`src/rtl/pc_redirect_unit.sv`:
```
// IF-stage PC register with branch redirect. A branch that resolves while the
// front end is frozen is parked in savedTarget and applied on release.
`ifndef WORD_LEN
`define WORD_LEN 32
`endif

module pc_redirect_unit #(
  parameter int                  WORD_LEN = `WORD_LEN,
  parameter logic [WORD_LEN-1:0] RESET_PC = '0
) (
  input  logic                clk,
  input  logic                rst,
  input  logic                freeze,
  input  logic                brCond,
  input  logic [WORD_LEN-1:0] brTarget,
  output logic [WORD_LEN-1:0] pc,
  output logic [WORD_LEN-1:0] pcPlus4,
  output logic                flush,
  output logic                redirectPending,
  output logic [15:0]         takenCount
);

  typedef enum logic {RUN, PENDING} state_t;

  state_t              state_q, state_d;
  logic [WORD_LEN-1:0] pc_q, pc_d;
  logic [WORD_LEN-1:0] saved_target_q, saved_target_d;
  logic [15:0]         taken_count_q, taken_count_d;
  logic                flush_d;

  assign pcPlus4 = pc_q + WORD_LEN'(4);

  always_comb begin
    state_d        = state_q;
    pc_d           = pc_q;
    saved_target_d = saved_target_q;
    taken_count_d  = taken_count_q;
    flush_d        = 1'b0;
    case (state_q)
      RUN: begin
        if (brCond && (taken_count_q != 16'hFFFF))
          taken_count_d = taken_count_q + 16'd1;
        if (brCond && freeze) begin
          saved_target_d = brTarget;
          state_d        = PENDING;
        end else if (brCond) begin
          pc_d    = brTarget;
          flush_d = 1'b1;
        end else if (!freeze) begin
          pc_d = pcPlus4;
        end
      end
      PENDING: begin
        // The frozen ID stage keeps re-presenting the same branch; ignore it.
        if (!freeze) begin
          pc_d    = saved_target_q;
          flush_d = 1'b1;
          state_d = RUN;
        end
      end
      default: state_d = RUN;
    endcase
  end

  always_ff @(posedge clk) begin
    if (rst) begin
      state_q        <= RUN;
      pc_q           <= RESET_PC;
      saved_target_q <= '0;
      taken_count_q  <= '0;
    end else begin
      state_q        <= state_d;
      pc_q           <= pc_d;
      saved_target_q <= saved_target_d;
      taken_count_q  <= taken_count_d;
    end
  end

  assign pc              = pc_q;
  assign flush           = flush_d && !rst;
  assign redirectPending = (state_q == PENDING);
  assign takenCount      = taken_count_q;

endmodule

```
`config.mk`:
```
export PLATFORM = sky130hd
export DESIGN_NAME = pc_redirect_unit
export DESIGN_NICKNAME = d
export VERILOG_FILES = /design/src/rtl/pc_redirect_unit.sv
export SDC_FILE = /design/constraint.sdc
export NUM_CORES = 1
export LEC_CHECK = 0
export CAP_MARGIN = 20
export CORE_ASPECT_RATIO = 1.2
export CORE_MARGIN = 5
export CORE_UTILIZATION = 45
export CTS_BUF_LIST = sky130_fd_sc_hd__clkbuf_8
export CTS_CLUSTER_DIAMETER = 100
export DETAILED_ROUTE_END_ITERATION = 10
export PLACE_DENSITY = 0.71
export SETUP_SLACK_MARGIN = 0.4
export SKIP_CTS_REPAIR_TIMING = 1
export SLEW_MARGIN = 20
export SYNTH_ARGS = -nofsm -noshare
export SYNTH_HDL_FRONTEND = slang
export SYNTH_SLANG_ARGS = --single-unit
export TNS_END_PERCENT = 100
```
`constraint.sdc`:
```
create_clock -name clk -period 5.9 [get_ports clk]
set_input_delay 0.885 -clock clk [delete_from_list [all_inputs] [get_ports clk]]
set_output_delay 0.885 -clock clk [all_outputs]
set_load 0.005 [all_outputs]
```
== Yosys cells after proc, flatten, opt, wreduce, memory -nomap -nowiden ==
Index checks and enable logic that the tools add are counted.

* Flip-flop bits (word level): 81
* Input port bits: 36
* Output and inout bits: 82
* Word-level logic and storage cells: 30

* Add/subtract/negate cells: 2
* Equal/unequal tests: 4
* Muxes and demuxes: 12
* Bitwise operators: 1
* Reductions and logical operators: 7

{| class="wikitable"
|+ Operators with widths
! operator !! number
|-
| 2-to-1 mux 32 bit || 4
|-
| case mux 32 bit (2 select lines) || 1
|-
| adder 32 x 3 -> 32 bit (second input constant) || 1
|-
| adder 16 x 1 -> 16 bit (second input constant) || 1
|-
| != test 16 bit (second input constant) || 1
|-
| 2-to-1 mux 1 bit || 5
|-
| != test 2 bit (second input constant) || 2
|-
| case mux 1 bit (2 select lines) || 2
|-
| AND reduction 2 bit || 2
|-
| logical AND 1 bit || 3
|-
| != test 3 bit (second input constant) || 1
|-
| AND reduction 3 bit || 1
|-
| logical NOT 1 bit || 1
|-
| NOT 1 bit || 1
|}

== Logic depth before layout (Yosys ltp) ==
* Depth in word-level cells: 5
* Mapped depth: 7
* Mapped depth without buffers: 6

== Least setup slack after synthesis ==
No wires, ideal clock.

* Path kind: in2out
* Start point: in brCond
* End point: out flush
* Arrival time: 1.796 ns
* Data required time: 5.015 ns
* Path slack: 3.219 ns
* Stages on the path: 4
* Buffers on the path: 2
* Cells stage by stage: clkbuf_1 nor2_1 clkbuf_1 nor3_1

* Word-level cells in the longest chain between the ends: 4
* Elaborated cells on any way between the ends: 5

{| class="wikitable"
|+ RTL lines
! what !! line !! text
|-
| start, declared || 14 || <nowiki>input logic brCond,</nowiki>
|-
| 2-to-1 mux 1 bit / logical AND 1 bit (equally long branches) || 46, 43 ||
|-
| 2-to-1 mux 1 bit * || 43 || <nowiki>if (brCond && freeze) begin</nowiki>
|-
| case mux 1 bit (2 select lines) * || 39 || <nowiki>case (state_q)</nowiki>
|-
| logical AND 1 bit * || 80 || <nowiki>assign flush = flush_d && !rst;</nowiki>
|-
| end, declared || 18 || <nowiki>output logic flush,</nowiki>
|}

Mark *: on every way between the ends. The rest lies on a longest branch, timed or not.

== Worst setup path after layout ==
* Start point: reg pc_q[2], in the netlist pc[2]
* End point: out pcPlus4[30]

* Word-level cells in the longest chain between the ends: 1

{| class="wikitable"
|+ RTL lines
! what !! line !! text
|-
| start, declared || 26 || <nowiki>logic [WORD_LEN-1:0] pc_q, pc_d;</nowiki>
|-
| start signal, assigned || 73 || <nowiki>pc_q <= pc_d;</nowiki>
|-
| adder 32 x 3 -> 32 bit || 31 || <nowiki>assign pcPlus4 = pc_q + WORD_LEN'(4);</nowiki>
|-
| end, declared || 17 || <nowiki>output logic [WORD_LEN-1:0] pcPlus4,</nowiki>
|}

Every way passes these cells.

==> qor.txt <==
outcome: completed
DP HPWL: 9930 µm
setup ws final: 2140 ps
clock network power share: 36.1%
Clock Path Buffers: 2
crit path cell chain: ha_1, nand2_1, nor4_1, or4b_1, xnor2_1, clkdlybuf4s50_1
Root Buffer: clkbuf_8
Cells after Synth: 633
grt ovf: 0
Leak Pwr: 2.07 nW
Top delay family on crit path: simple AND/OR/NAND/NOR gates
Vias/cell: 5.74
worst-margin pin slew: 976 ps
Clock transition at path regs: 80 ps
Yosys reg bits: 81
post-route ant nets: 0
crit path DAT: 2880 ps
CP required: 5020 ps
CTS tree: done
antenna violations before repair: 0
TritonCTS buffer count: 9
Post-synth EDFFs: 0
total power: 1.29 mW
combinational share of power: 16.9%
CTS sink cnt: 81
Sw Share: 27.6%
CTS H-tree lvls: 3
initial DRC count: 329
Hold Fails Final Rpt: 0
Crit Reg-Reg Startpoint: pc[2]
Final Slew Violations: 0
Peak VDD IR: 0.000112 V
Inst Count DP: 835
Worst path slowest cell: or4b_1
crit path kind: reg -> out
Post-Syn Area: 4640 µm²
Setup crit start kind: flip-flop
hold slack final: 452 ps
Rows: 40
P per Cell Area: 213 nW/µm²
Post-Route Utilization: 60.2%
sum of buffers and inverters on the critical path: 1
design area: 6050 µm²
DRT Pass-1 Iters: 4
Final nets: 758
routability cong.: 0.858
sequential area share after synthesis: 35.0%
Port Buf Inserts: 117
Mapped Nets: 671
net switching power: 356 µW
later-pin clock latency in the skew report: 360 ps
RSZ-0062 raised after global routing: false
first-pass GRT wire length: 23000 µm
Cell variety after synth: 58
final wirelength: 14400 µm
vias in the first global route: 4569
Non-Filler Instances: 851
endpoints failing setup: 0
crit path time final: 3760 ps
die width: 103 µm
Place WS: 2500 ps
Max Clk Rate: 266 MHz
warning count from the yosys run: 0
via count: 4888
die area: 12400 µm²
Synth Flop Type: dfxtp_1
worst hold path type: reg -> reg
gr usage total: 23.1%
Die Y: 121 µm
setup_tns: 0 ps
Starting Density: 46.1%
P&R area growth vs syn: 30.6%
internal power: 934 µW
Setup crit start: pc[2]
Slew Limit Headroom: 34.9%
CP max stage delay: 550 ps
Crit Path Max Fanout: 10
Max-cap violations: 0
pin count of the biggest net entering global routing: 92
core box area: 10100 µm²
Post-DP Area: 5830 µm²
IO Pins: 118
Mean Syn Cell Area: 7.32 µm²
Post-synth ARST share: 0%
Worst Hold Launch: saved_target_q[0]
Final Cycle Share: 63.8%
Flop pwr share: 47.0%
Max Clock Skew: 10.1 ps
crit path capture type: output pin
ANT cells: 0
share of layout cells above drive strength 1: 5.52%
DR DRC count: 0
Routed wire per std cell: 16.9 µm
[cells in the mapped netlist (all sizes together) (2+ instances only)]
cell | number | share of area, %
a211oi | 6 | 0.97
a21o | 2 | 0.32
a21oi | 74 | 8.0
a221o | 3 | 0.65
a22oi | 2 | 0.32
a31o | 2 | 0.38
a31oi | 9 | 1.2
and2 | 2 | 0.27
and3 | 8 | 1.1
and4 | 4 | 0.76
buf | 13 | 1.4
clkbuf | 37 | 3.0
dfxtp | 81 | 35
ha | 2 | 0.54
inv | 11 | 0.89
mux2i | 8 | 1.7
nand2 | 130 | 11
nand2b | 3 | 0.40
nand3 | 21 | 2.8
nand3b | 6 | 0.97
nand4 | 12 | 1.6
nor2 | 45 | 3.6
nor2b | 2 | 0.27
nor3 | 18 | 1.9
nor3b | 4 | 0.65
nor4 | 15 | 2.8
nor4b | 3 | 0.57
o21ai | 32 | 3.5
o21bai | 3 | 0.49
o221ai | 3 | 0.57
o22ai | 2 | 0.27
o2bb2ai | 2 | 0.38
o311ai | 2 | 0.38
o32ai | 4 | 0.76
or2 | 4 | 0.54
or3 | 7 | 0.94
or4 | 3 | 0.49
xnor2 | 24 | 4.5
xor2 | 14 | 2.6
[layer usage]
layer,vias up,share of wire (%),wire length [µm],GRT usage [%]
met5,-,0,0,0
met4,0,1.1,154,5.99
met3,11,7.8,1130,5.75
met2,168,49,7080,39.0
met1,2307,42,6010,29.1
li1,2402,-,-,-
[worst paths after layout]
kind | slack [ps] | endpoint | cells after the start
max | 2140 | pcPlus4[30] | 6
min | 450 | saved_target_q[0] | 2
min reg2reg | 450 | saved_target_q[0] | 2
max reg2reg | 3590 | pc[26] | 6
[cells in the final DEF (no fill, tap or decap), types with 3 or more instances in the layout]
cell,instances
or3_1,7
nor4_2,3
nand3b_1,6
nor2_1,44
a211oi_1,6
o21ai_0,31
xnor2_1,24
and3_1,8
o21bai_1,3
a31oi_1,9
buf_4,9
nor3_1,18
xor2_1,14
clkdlybuf4s50_1,116
a21oi_1,74
nand4_1,12
or4_1,3
and4_1,4
nor4_1,11
nor3b_1,4
a221o_1,3
nand2b_1,3
o32ai_1,4
clkbuf_8,10
mux2i_1,8
clkinvlp_4,3
nand2_1,130
or2_2,3
dfxtp_1,80
inv_1,11
o221ai_1,3
nor4b_1,3
nand3_1,18
[flip-flops by register name (all words and copies together) (netlist names)]
register,flops
redirectPending,1
saved_target_q,32
takenCount,16
pc,32
[worst min-delay path: stages, from the launching register on]
cell	delay, ps
dfxtp_1	310
nand2_1	50
a21oi_1	50
[final cells by class]
| class | count | area [µm²] |
|---|---|---|
| Inverter | 11 | 41.3 |
| Multi-Input combinational cell | 491 | 2770 |
| Clock inverter | 6 | 91.3 |
| Timing Repair Buffer | 126 | 1230 |
| Clock buffer | 10 | 138 |
| Sequential cell | 81 | 1620 |
| Fill cell | 982 | 4010 |
| Tap cell | 126 | 158 |
[logic make-up (layout without fill, tap and decap cells)]
logic type	after synthesis	count (layout)	synth area share, %
flops	81	81	35.0
buf+inv	61	153	5.32
simple gates	288	288	30.4
compound gates	154	154	19.6
fa+ha+maj	2	2	0.540
mux	9	9	1.97
xor+xnor	38	38	7.18
[power groups by stage]
stage | registers [mW] | clock network (mW) | logic [mW]
2_1_floorplan | 0.607 | 0 | 0.114
3_3_place_gp | 0.616 | 0 | 0.215
3_5_place_dp | 0.619 | 0 | 0.218
4_1_cts | 0.606 | 0.474 | 0.219
5_1_grt | 0.612 | 0.504 | 0.238
6_report | 0.607 | 0.466 | 0.218
Power figures use the tool's default switching activity.
